===== config.mk =====
export PLATFORM = sky130hd
export DESIGN_NAME = clock_div_multi_flat
export DESIGN_NICKNAME = d
export VERILOG_FILES = /design/src/rtl/clock_div_multi_pkg.sv /design/src/rtl/clock_div_multi_if.sv /design/src/rtl/clock_div_multi_ch.sv /design/src/rtl/clock_div_multi.sv /design/src/flat_wrapper.sv
export SDC_FILE = /design/constraint.sdc
export NUM_CORES = 1
export LEC_CHECK = 0
export BUFFER_PORTS_ARGS = -buffer_cell sky130_fd_sc_hd__buf_2
export CAP_MARGIN = 10
export CORE_ASPECT_RATIO = 0.5
export CORE_MARGIN = 5
export CORE_UTILIZATION = 60
export CTS_CLUSTER_DIAMETER = 50
export CTS_CLUSTER_SIZE = 30
export DETAILED_ROUTE_END_ITERATION = 6
export PLACE_DENSITY = 0.79
export SKIP_CTS_REPAIR_TIMING = 1
export SLEW_MARGIN = 20
export SYNTH_ARGS = -nofsm -noshare
export SYNTH_HDL_FRONTEND = slang
export SYNTH_HIERARCHICAL = 1
export SYNTH_SLANG_ARGS = --single-unit

===== constraint.sdc =====
create_clock -name clkin -period 3.38 [get_ports clkin]
set_input_delay 0.169 -clock clkin [delete_from_list [all_inputs] [get_ports clkin]]
set_output_delay 0.169 -clock clkin [all_outputs]
set_load 0.05 [all_outputs]

===== src/rtl/clock_div_multi_pkg.sv =====
`default_nettype none
// ============================================================================
//  Module      : clk_div_pkg
//  Description : Shared constants and types for the multi-channel clock
//                divider (counter width, reset divisor, channel mode).
//  Revision    : 1.0  initial release
// ============================================================================
package clk_div_pkg;

    // Default counter width and reset divisor (100 MHz -> 100 kHz toggle)
    localparam int CLK_DIV_CNT_W   = 16;
    localparam int CLK_DIV_DEFAULT = 499;

    // Per-channel output mode
    typedef enum logic {
        CD_TOGGLE = 1'b0,   // 50% duty divided clock on clkout
        CD_TICK   = 1'b1    // single-cycle pulse on tick
    } clk_div_mode_e;

endpackage : clk_div_pkg
`default_nettype wire


===== src/rtl/clock_div_multi_if.sv =====
`default_nettype none
// ============================================================================
//  Module      : clock_div_multi_if
//  Description : Control/status bundle of the multi-channel clock divider.
//                master = controlling logic, slave = divider block.
//  Revision    : 1.0  initial release
// ============================================================================
interface clock_div_multi_if
    import clk_div_pkg::*;
#(
    parameter int N_CH  = 2,
    parameter int CNT_W = CLK_DIV_CNT_W
);
    logic                    en;       // common run enable
    logic                    sync;     // common phase-align strobe
    logic [N_CH-1:0]         load;     // per-channel divisor load strobe
    logic [N_CH*CNT_W-1:0]   div_in;   // packed per-channel divisors
    logic [N_CH-1:0]         mode;     // per-channel mode (0 toggle, 1 tick)
    logic [N_CH-1:0]         clkout;   // toggle-mode divided clocks
    logic [N_CH-1:0]         tick;     // tick-mode pulses

    modport master (
        output en, sync, load, div_in, mode,
        input  clkout, tick
    );

    modport slave (
        input  en, sync, load, div_in, mode,
        output clkout, tick
    );

endinterface : clock_div_multi_if
`default_nettype wire


===== src/rtl/clock_div_multi_ch.sv =====
`default_nettype none
// ============================================================================
//  Module      : clk_div_ch
//  Description : One divider channel: counter 0..div_q, shadowed divisor
//                reload applied only at period boundaries, toggle/tick
//                output flops.
//  Revision    : 1.0  initial release
// ============================================================================
module clk_div_ch
    import clk_div_pkg::*;
#(
    parameter int CNT_W       = CLK_DIV_CNT_W,
    parameter int DEFAULT_DIV = CLK_DIV_DEFAULT
)(
    input  logic             clk_i,
    input  logic             rst_n_i,
    input  logic             en_i,
    input  logic             sync_i,
    input  logic             load_i,
    input  logic [CNT_W-1:0] div_i,
    input  clk_div_mode_e    mode_i,
    output logic             clkout_o,
    output logic             tick_o
);

    localparam logic [CNT_W-1:0] C_DEFAULT_DIV = CNT_W'(DEFAULT_DIV);

    logic [CNT_W-1:0] cnt_q,    cnt_d;
    logic [CNT_W-1:0] div_q,    div_d;
    logic [CNT_W-1:0] shadow_q, shadow_d;
    logic             pend_q,   pend_d;
    logic             clkout_q, clkout_d;
    logic             tick_q,   tick_d;
    logic             w_tc;

    // Terminal count: last cycle of the current period
    assign w_tc = en_i && (cnt_q == div_q);

    // Next-state: sync beats terminal count beats normal counting.
    // The divisor only ever changes together with cnt returning to 0 (or
    // while halted, with cnt clamped), so cnt never passes div_q.
    always_comb begin
        cnt_d    = cnt_q;
        div_d    = div_q;
        shadow_d = shadow_q;
        pend_d   = pend_q;
        clkout_d = clkout_q;
        tick_d   = 1'b0;

        if (sync_i) begin
            cnt_d    = '0;
            clkout_d = 1'b0;
            pend_d   = 1'b0;
            if (load_i) begin
                div_d    = div_i;
                shadow_d = div_i;
            end else if (pend_q) begin
                div_d = shadow_q;
            end
        end else if (w_tc) begin
            cnt_d  = '0;
            pend_d = 1'b0;
            if (mode_i == CD_TOGGLE) begin
                clkout_d = ~clkout_q;
            end else begin
                tick_d = 1'b1;
            end
            if (load_i) begin
                div_d    = div_i;
                shadow_d = div_i;
            end else if (pend_q) begin
                div_d = shadow_q;
            end
        end else begin
            if (en_i) begin
                cnt_d = cnt_q + 1'b1;
            end
            if (load_i) begin
                // Latest load overwrites any earlier pending value
                shadow_d = div_i;
                pend_d   = 1'b1;
            end else if (!en_i && pend_q) begin
                // Halted: no period boundary will come, apply now
                div_d  = shadow_q;
                pend_d = 1'b0;
                if (cnt_q > shadow_q) begin
                    cnt_d = shadow_q;
                end
            end
        end
    end

    // Channel state registers, cleared asynchronously
    always_ff @(posedge clk_i or negedge rst_n_i) begin
        if (!rst_n_i) begin
            cnt_q    <= '0;
            div_q    <= C_DEFAULT_DIV;
            shadow_q <= C_DEFAULT_DIV;
            pend_q   <= 1'b0;
            clkout_q <= 1'b0;
            tick_q   <= 1'b0;
        end else begin
            cnt_q    <= cnt_d;
            div_q    <= div_d;
            shadow_q <= shadow_d;
            pend_q   <= pend_d;
            clkout_q <= clkout_d;
            tick_q   <= tick_d;
        end
    end

    assign clkout_o = clkout_q;
    assign tick_o   = tick_q;

endmodule : clk_div_ch
`default_nettype wire


===== src/rtl/clock_div_multi.sv =====
`default_nettype none
// ============================================================================
//  Module      : clock_div_multi
//  Description : N_CH-channel programmable clock divider / tick generator
//                on a single input clock, with common enable and phase
//                align.
//  Revision    : 1.0  initial release
// ============================================================================
module clock_div_multi
    import clk_div_pkg::*;
#(
    parameter int N_CH        = 2,
    parameter int CNT_W       = CLK_DIV_CNT_W,
    parameter int DEFAULT_DIV = CLK_DIV_DEFAULT
)(
    input  logic              clkin,
    input  logic              rst_n,
    clock_div_multi_if.slave  bus
);

    wire             w_en;
    wire             w_sync;
    wire [N_CH-1:0]  w_clkout;
    wire [N_CH-1:0]  w_tick;

    // Shared controls fan out to every channel
    assign w_en   = bus.en;
    assign w_sync = bus.sync;

    generate
        for (genvar k = 0; k < N_CH; k++) begin : g_ch
            clk_div_ch #(
                .CNT_W       (CNT_W),
                .DEFAULT_DIV (DEFAULT_DIV)
            ) u_ch (
                .clk_i    (clkin),
                .rst_n_i  (rst_n),
                .en_i     (w_en),
                .sync_i   (w_sync),
                .load_i   (bus.load[k]),
                .div_i    (bus.div_in[k*CNT_W +: CNT_W]),
                .mode_i   (clk_div_mode_e'(bus.mode[k])),
                .clkout_o (w_clkout[k]),
                .tick_o   (w_tick[k])
            );
        end
    endgenerate

    assign bus.clkout = w_clkout;
    assign bus.tick   = w_tick;

endmodule : clock_div_multi
`default_nettype wire

===== src/flat_wrapper.sv =====
// flat-port wrapper written by rule: the top's interface ports become plain ports
module clock_div_multi_flat import clk_div_pkg::*;
#(
    parameter int N_CH        = 2,
    parameter int CNT_W       = CLK_DIV_CNT_W,
    parameter int DEFAULT_DIV = CLK_DIV_DEFAULT
)
  (clkin, rst_n, bus_en, bus_sync, bus_load, bus_div_in, bus_mode, bus_clkout, bus_tick);
  clock_div_multi_if #(.N_CH(N_CH), .CNT_W(CNT_W)) bus_i ();
  input  logic clkin;
  input  logic rst_n;
  input wire logic [$bits(bus_i.en)-1:0] bus_en;
  input wire logic [$bits(bus_i.sync)-1:0] bus_sync;
  input wire logic [$bits(bus_i.load)-1:0] bus_load;
  input wire logic [$bits(bus_i.div_in)-1:0] bus_div_in;
  input wire logic [$bits(bus_i.mode)-1:0] bus_mode;
  output wire logic [$bits(bus_i.clkout)-1:0] bus_clkout;
  output wire logic [$bits(bus_i.tick)-1:0] bus_tick;
  assign bus_i.en = bus_en;
  assign bus_i.sync = bus_sync;
  assign bus_i.load = bus_load;
  assign bus_i.div_in = bus_div_in;
  assign bus_i.mode = bus_mode;
  assign bus_clkout = bus_i.clkout;
  assign bus_tick = bus_i.tick;
  clock_div_multi #(.N_CH(N_CH), .CNT_W(CNT_W), .DEFAULT_DIV(DEFAULT_DIV)) u_core (.clkin(clkin), .rst_n(rst_n), .bus(bus_i));
endmodule

==> qor.yml, run 1 <==
status: "finished clean"
worstPathMaxFanout: 17
yosys_warnings: 6
synthFlopType: "dfrtp_1"
grt_max_degree: 103
grt_pass1_vias: 5450
detail-route-antenna-nets: 0
htree_levels: 3
antenna-diode-count: 0
rsz0062_at_grt: "no"
rows: 27
tns_ps: 0
min_period_ps: 2720
drv_cap: 0
placedInstanceArea_um2: 7207
wl_um: 15890
cts_tree: "yes"
syn_area_per_cell_um2: 10.31
arrival_ps: 2910
p_leak_nw: 3.255
setup_viol: 0
io_buffers: 43
powerDensity_nw_per_um2: 415.5
final_nets: 772
grt.busiest_layer: "met2"
use_met1_pct: 31.57
cts_max_path_buffers: 2
wl_per_cell_um: 18.74
synthesis.area_um2: 6919
syn_to_final_growth_pct: 8.644
fin_area_um2: 7517
grtUsageMet3_pct: 4.081
fp.dieW_um: 161.9
hold_violations: 0
whs_ps: 44.40
grt_pass1_wl_um: 27160
seq_area_frac_synth_pct: 37.40
use_met2_pct: 40.98
clock_latency_ps: 350
worstMarginPinSlew_ps: 747.5
synth_edf_count: 0
track_usage_pct: 23.86
place.gp.congestion: 0.8308
clock_sinks: 102
dp_slack_ps: 706.8
dp_hpwl_um: 10640
end_kind: "flop"
cts_made_buffers: 9
start_util_pct: 62.07
antenna_found_initial: 0
fmax_ghz: 0.3677
hold_class: "in -> reg"
synthesis.nets: 745
vias: 5286
yosysUniqueCellTypes: 50
dr.pass1.iters: 7
multi_input_area_um2: 3935
slew_headroom_pct: 50.17
clk_pin_slew_ps: 70
drv_slew: 0
die_area_um2: 13910
grt_overflow: 0
drc: 0
start_kind: "flop"
drive_gt1_share_pct: 25.46
io_pins: 44
fill_cells: 851
worstPathRequired_ps: 3570
synth.ff_latch_count: 102
critPathKind: "reg -> reg"
vias_per_cell: 6.233
die_h_um: 85.94
design.core.area_um2: 11150
clockRootBuffer: "clkbuf_16"
syn_inst: 671
dr.first_iter.drc_count: 370
finalWorstSetupSlack_ps: 660.1
finalCritPeriodShare_pct: 80.47
utilization_pct: 67.43
seqCellArea_um2: 2587
clock_skew_ps: 7.313
async_flop_share_pct: 100.0
irDropWorstVdd_v: 0.0002629
## cells in the mapped netlist (2+ instances only)
cell / instances / area share [%]
dfrtp_1: 74 / 27
o21ai_0: 63 / 4.6
nand2_1: 47 / 2.5
xor2_1: 44 / 5.6
mux2_2: 38 / 6.2
mux2i_1: 38 / 5.5
inv_1: 36 / 2.0
ha_1: 34 / 6.1
dfstp_2: 28 / 11
nand3_1: 22 / 1.6
a211oi_1: 19 / 2.1
nand4_1: 18 / 1.6
xnor2_1: 18 / 2.3
a21oi_1: 17 / 1.2
a311oi_1: 16 / 2.0
clkbuf_1: 15 / 0.81
a31oi_1: 14 / 1.3
nor2_1: 14 / 0.76
buf_2: 13 / 0.94
mux2_1: 12 / 2.0
mux2_4: 12 / 2.6
a211oi_2: 11 / 2.0
and4_1: 7 / 0.89
buf_6: 7 / 1.1
nor4_1: 7 / 0.63
buf_4: 5 / 0.54
nor4_2: 4 / 0.72
or4_1: 4 / 0.43
nor2b_1: 3 / 0.27
nor3_1: 3 / 0.22
a2111o_1: 2 / 0.33
a221oi_1: 2 / 0.25
a221oi_2: 2 / 0.43
a31o_2: 2 / 0.25
nand4_2: 2 / 0.36
o211ai_1: 2 / 0.22
o21bai_4: 2 / 0.54
o31ai_1: 2 / 0.22
## path summary, 6_finish.rpt
check | start | endpoint | slack, ps | cells after the start
max in group asynchronous | rst_n | u_core/g_ch[0].u_ch/cnt_q[5] | 2500 | 3
hold / removal | bus_div_in[18] | u_core/g_ch[1].u_ch/shadow_q[2] | 40 | 3
min in group asynchronous | rst_n | u_core/g_ch[1].u_ch/cnt_q[6] | 410 | 3
setup reg to reg | u_core/g_ch[0].u_ch/shadow_q[8] | u_core/g_ch[0].u_ch/cnt_q[4] | 660 | 7
hold reg to reg | u_core/g_ch[0].u_ch/shadow_q[1] | u_core/g_ch[0].u_ch/shadow_q[1] | 520 | 2
setup / recovery | u_core/g_ch[0].u_ch/shadow_q[8] | u_core/g_ch[0].u_ch/cnt_q[4] | 660 | 7
## critical path, cell delays in order, from the launching register on
cell      delay [ps]
dfstp_2          550
inv_1             60
ha_1             270
nand4_1          150
or4_1            540
nand2_2          340
a31o_2           490
a211oi_1         160
## per-stage QoR
| step | instances | power (mW) |
|---|---|---|
| 2_1_floorplan | 671 | 1.899 |
| 3_3_place_gp | 831 | 2.046 |
| 3_5_place_dp | 831 | 2.072 |
| 4_1_cts | 847 | 3.137 |
| 5_1_grt | 848 | 3.275 |
| 6_report | 848 | 3.123 |
## cell type report
type | instances | area share, %
inverters | 36 | 1.798
clock buffers | 10 | 3.179
well taps | 145 | 2.413
multi-input cells | 490 | 52.35
repair buffers | 59 | 5.027
clock inverters | 6 | 0.8156
flip-flops and latches | 102 | 34.42
## cells in the final DEF (no fill, tap or decap), types with 16 or more instances in the layout
cell and n:
nand4_1 18, mux2_2 38, dfstp_2 28, ha_1 34, inv_1 36, xnor2_1 18, nand3_1 22, a21oi_1 17
dfrtp_1 74, a211oi_1 19, buf_2 42, a311oi_1 16, xor2_1 44, mux2i_1 38, o21ai_0 63, nand2_1 47
## layer usage
metal / routed length (µm) / vias to the layer above
met5: 0 / -
met4: 177 / 0
met3: 774 / 24
met2: 7785 / 146
met1: 7152 / 2596
li1: - / 2520
## logic make-up after synthesis
group | Yosys count | share of synthesized area (%)
AOI/OAI and AO/OA | 156 | 15.62
and+or+nand+nor | 138 | 10.94
DFF | 102 | 37.40
muxes | 100 | 16.24
buffers and inverters | 79 | 5.805
xor gates and xnor gates | 62 | 7.848
adders and majority gates | 34 | 6.148
## flip-flops by register name, indices dropped and copies added, names as in the netlist
signal	cells
u_core/g_ch.u_ch/clkout_o	2
u_core/g_ch.u_ch/cnt_q	32
u_core/g_ch.u_ch/div_q	32
u_core/g_ch.u_ch/pend_q	2
u_core/g_ch.u_ch/shadow_q	32
u_core/g_ch.u_ch/tick_o	2
## report_power, final
| group | internal (mW) | leakage (nW) | switching [mW] |
|---|---|---|---|
| clock | 0.592 | 0.148 | 0.473 |
| sequential | 1.37 | 1.26 | 0.112 |
| combinational | 0.285 | 1.85 | 0.295 |
No activity file was read; power rests on OpenSTA's default activity.
==> inputs of run 2 (changes only) <==
Settings changed: CORE_UTILIZATION 60 to 56, PLACE_DENSITY 0.79 to 0.77.
Clock period 3.38 ns to 2.47 ns, I/O delays scaled along.
==> run 2 against run 1 <==
Effect of this change:
- critical path depth is 1 higher
- non-clock buffer count grew 19
- wire length increased by 1.1%
- largest power group unchanged
- highest routed layer unchanged
==> qor.yml, run 2 (same netlist as run 1, synthesis figures left out) <==
grt_overflow: 0
worstPathRequired_ps: 2700
end_kind: "flop"
top_layer_used: "met4"
hold_end: "u_core/g_ch[0].u_ch/shadow_q[12]"
r2r_slack_ps: 130
status: "finished clean"
largestRegisters: "u_core/g_ch.u_ch/cnt_q: 32 flops, u_core/g_ch.u_ch/div_q: 32 flops, u_core/g_ch.u_ch/shadow_q: 32 flops"
dr.first_iter.drc_count: 317
cts_made_buffers: 9
arrival_ps: 2570
antenna_found_initial: 0
placed_cells: 870
grt_pass1_wl_um: 26500
cts_tree: "yes"
clockRootBuffer: "clkbuf_16"
wl_um: 16060
hp-start: "bus_div_in[12]"
fp.dieW_um: 167.2
rsz0062_at_grt: "no"
irDropWorstVdd_v: 0.0003522
grt_pass1_vias: 5297
met1_length_um: 7075
cts_max_path_buffers: 2
dr.pass1.iters: 5
layout_commonest_cell: "dfrtp_1"
vias: 5377
vias_per_cell: 6.062
placedInstanceArea_um2: 7375
grt_max_degree: 68
rr_worst_depth: 8
hold_violations: 0
start_kind: "flop"
clock_sinks: 102
min_period_ps: 2344
powerDensity_nw_per_um2: 563.5
final_nets: 791
finalWorstSetupSlack_ps: 125.8
tns_ps: 0
p_leak_nw: 3.345
rr_endpoint: "u_core/g_ch[1].u_ch/cnt_q[0]"
hold_class: "in -> reg"
io_pins: 44
wl_met2_um: 7884
start_util_pct: 57.92
finalPower_mw: 4.338
drive_gt1_share_pct: 27.15
wl_met3_um: 771
die_h_um: 88.60
fin_area_um2: 7699
wl_per_cell_um: 18.10
place.gp.congestion: 0.8554
clock_latency_ps: 350
worstPathMaxFanout: 5
slew_headroom_pct: 67.25
whs_path_depth: 3
fmax_ghz: 0.4266
design.core.area_um2: 11950
setup_viol: 0
drv_cap: 0
syn_to_final_growth_pct: 11.27
rows: 28
antenna-diode-count: 0
io_buffers: 43
drc: 0
drv_slew: 0
dp_slack_ps: 165.3
critPathKind: "reg -> reg"
final_cell_mix: "dfrtp_1 (74), o21ai_0 (63), nand2_1 (47)"
clk_pin_slew_ps: 70
worstMarginPinSlew_ps: 491.3
dp_hpwl_um: 11260
reg2reg_from: "u_core/g_ch[1].u_ch/shadow_q[8]"
detail-route-antenna-nets: 0
layoutNonFillerInstCount: 887
htree_levels: 3
die_area_um2: 14810
finalCritPeriodShare_pct: 94.91
clock_skew_ps: 7.923
track_usage_pct: 22.29
==> run 2: changes by cell type in the layout (fill, tap and decap cells not counted) <==
cell | previous run | this run
clkinv_1 | 0 | 2
bufinv_16 | 1 | 2
clkinv_2 | 3 | 1
clkbuf_8 | 1 | 0
buf_4 | 13 | 32
==> run 2: per-stage QoR <==
stage	hold WS (ps)	utilization [%]
after floorplan	-172.1	-
after CTS	-260.9	64.36
final	3.557	64.44
after detailed placement	117.0	61.73
after global placement	122.1	61.73
after global routing	9.957	64.44
==> run 2: worst max-delay path by stage <==
stage	from	endpoint	slack [ps]
2_1_floorplan	u_core/g_ch[0].u_ch/shadow_q[1]	u_core/g_ch[0].u_ch/cnt_q[10]	270
3_3_place_gp	u_core/g_ch[1].u_ch/shadow_q[6]	u_core/g_ch[1].u_ch/cnt_q[7]	230
3_5_place_dp	u_core/g_ch[1].u_ch/shadow_q[1]	u_core/g_ch[1].u_ch/cnt_q[0]	170
4_1_cts	u_core/g_ch[1].u_ch/shadow_q[8]	u_core/g_ch[1].u_ch/cnt_q[0]	130
5_1_grt	u_core/g_ch[0].u_ch/shadow_q[7]	u_core/g_ch[0].u_ch/cnt_q[11]	1
6_report	u_core/g_ch[1].u_ch/shadow_q[8]	u_core/g_ch[1].u_ch/cnt_q[0]	130
==> run 2: worst max-delay path, stage by stage, from the launching register on <==
cell      delay [ps]
dfstp_2          540
inv_1             60
ha_1             180
a21oi_1          150
o21ai_0          190
a221oi_2         440
buf_4            210
nand3_1          100
a221oi_1         360
==> run 2: final cells by class <==
class	count	area [µm²]
Clock inverter	7	88.84
Fill cell	943	4248
Timing Repair Buffer	78	520.5
Sequential cell	102	2587
Tap cell	165	206.4
Inverter	36	135.1
Clock buffer	9	225.2
Multi-Input combinational cell	490	3935
==> run 2: per-layer routing <==
| layer | GRT usage (%) | up-vias |
|---|---|---|
| met2 | 40.50 | 159 |
| met1 | 27.52 | 2618 |
| li1 | - | 2564 |
| met5 | 0 | - |
| met4 | 6.701 | 0 |
| met3 | 4.462 | 36 |
==> run 2: power by group <==
part	internal (mW)	switching, mW	total, mW
Sequential	1.87	0.151	2.02
Clock	0.881	0.632	1.51
Combinational	0.394	0.409	0.803
Total	3.15	1.19	4.34
==> inputs of run 3 (changes only) <==
Settings changed: HOLD_SLACK_MARGIN set to 0.05.
==> run 3 against run 2 <==
Effect of this change:
- first-iteration DRC count up 19%
- worst setup slack worse by 26 ps
- register-to-register slack worse by 30 ps
- largest power group unchanged
- highest routed layer unchanged
- sequential share of layout area down 1.1 points
==> qor.yml, run 3 (same netlist as run 1, synthesis figures left out) <==
htree_levels: 3
rr_endpoint: "u_core/g_ch[1].u_ch/cnt_q[0]"
slowest_stage: "dfstp_2"
antenna_found_initial: 0
io_pins: 44
dr.first_iter.drc_count: 378
cts_made_buffers: 9
clockRootBuffer: "clkbuf_16"
start_util_pct: 57.92
top_layer_used: "met4"
critPathKind: "reg -> reg"
wl_um: 16700
grt_pass1_wl_um: 26500
dp_slack_ps: 165.3
rsz0062_at_grt: "no"
worstMarginPinSlew_ps: 490.6
place.gp.congestion: 0.8554
final_nets: 817
worstPathMaxFanout: 5
clock_skew_ps: 7.425
crit_chain: "inv_1 > ha_1 > a21oi_1 > o21ai_0 > a221oi_2 > buf_4 > nand3_1 > a221oi_1"
detail-route-antenna-nets: 0
start_kind: "flop"
p_leak_nw: 3.453
drive_gt1_share_pct: 26.20
worstPathRequired_ps: 2700
antenna-diode-count: 0
cts_tree: "yes"
drv_slew: 0
syn_to_final_growth_pct: 15.03
fp.dieW_um: 167.2
r2r_slack_ps: 100
wl_per_cell_um: 18.29
whs_path_depth: 3
wl_met3_um: 811
cts_max_path_buffers: 2
hold_violations: 0
layout_commonest_cell: "dfrtp_1"
vias: 5521
clock_sinks: 102
largestRegisters: "u_core/g_ch.u_ch/cnt_q: 32 flops, u_core/g_ch.u_ch/div_q: 32 flops, u_core/g_ch.u_ch/shadow_q: 32 flops"
irDropWorstVdd_v: 0.0003286
vias_per_cell: 6.047
reg2reg_from: "u_core/g_ch[1].u_ch/shadow_q[8]"
die_area_um2: 14810
rr_worst_depth: 8
fmax_ghz: 0.4220
finalCritPeriodShare_pct: 95.95
drc: 0
track_usage_pct: 22.29
rows: 28
grt_overflow: 0
slew_headroom_pct: 67.29
hold_end: "u_core/g_ch[0].u_ch/shadow_q[1]"
dr.pass1.iters: 5
hold_class: "in -> reg"
min_period_ps: 2370
hp-start: "bus_div_in[1]"
grt_max_degree: 68
fill_cells: 908
setup_viol: 0
cp_slowest_stage_delay_ps: 540
dp_hpwl_um: 11260
end_kind: "flop"
finalWorstSetupSlack_ps: 100.1
drv_cap: 0
arrival_ps: 2600
clk_pin_slew_ps: 70
powerDensity_nw_per_um2: 550.8
status: "finished clean"
clock_latency_ps: 350
die_h_um: 88.60
met1_length_um: 7247
grt_pass1_vias: 5297
tns_ps: 0
design.core.area_um2: 11950
final_cell_mix: "dfrtp_1 (74), o21ai_0 (63), nand2_1 (47)"
io_buffers: 43
wl_met2_um: 8283
-- run 3: how the worst max path moves through the flow --
stage                                         start                             to  slack, ps  depth (start not counted)
global placement    u_core/g_ch[1].u_ch/shadow_q[6]   u_core/g_ch[1].u_ch/cnt_q[7]        230                          8
CTS                 u_core/g_ch[1].u_ch/shadow_q[8]   u_core/g_ch[1].u_ch/cnt_q[0]        130                          8
finish              u_core/g_ch[1].u_ch/shadow_q[8]   u_core/g_ch[1].u_ch/cnt_q[0]        100                          8
detailed placement  u_core/g_ch[1].u_ch/shadow_q[1]   u_core/g_ch[1].u_ch/cnt_q[0]        170                          7
floorplan           u_core/g_ch[0].u_ch/shadow_q[1]  u_core/g_ch[0].u_ch/cnt_q[10]        270                          9
global route        u_core/g_ch[0].u_ch/shadow_q[7]  u_core/g_ch[0].u_ch/cnt_q[11]          1                          8
-- run 3: cell type report --
type	instances	area (µm²)	share of cell area, %
Multi-Input combinational cell	490	3935	49.44
Sequential cell	102	2587	32.51
Timing Repair Buffer	104	780.7	9.810
Clock buffer	9	225.2	2.830
Tap cell	165	206.4	2.594
Inverter	36	135.1	1.698
Clock inverter	7	88.84	1.116
-- run 3: stage by stage --
step                cell area (µm²)  hold slack [ps]  utilization [%]  power (mW)  cells
CTS                            7689           -260.9            64.36       4.370    886
global route                   7959            46.42            66.62       4.577    913
global placement               7375            122.1            61.73       2.809    870
floorplan                      6919           -172.1                -       2.599    671
finish                         7959            19.05            66.62       4.384    913
detailed placement             7375            117.0            61.73       2.849    870
-- run 3: layer usage --
layer  vias to the layer above  track usage (%)
li1                       2613                -
met1                      2685            27.52
met2                       189            40.50
met3                        34            4.462
met4                         0            6.701
met5                         -                0
-- run 3: critical path: cells and delay by family, from the launching register on --
| kind | cells | cell delay, ps |
|---|---|---|
| compound gates | 4 | 1170 |
| flops | 1 | 540 |
| simple gates | 1 | 100 |
| buf+inv | 2 | 270 |
| fa+ha+maj | 1 | 180 |
-- run 3: power by group --
group / total (mW) / switching, mW / internal, mW / leakage [nW]
combinational: 0.842 / 0.421 / 0.421 / 2.05
clock: 1.52 / 0.638 / 0.882 / 0.150
sequential: 2.02 / 0.152 / 1.87 / 1.26
total: 4.38 / 1.21 / 3.17 / 3.45
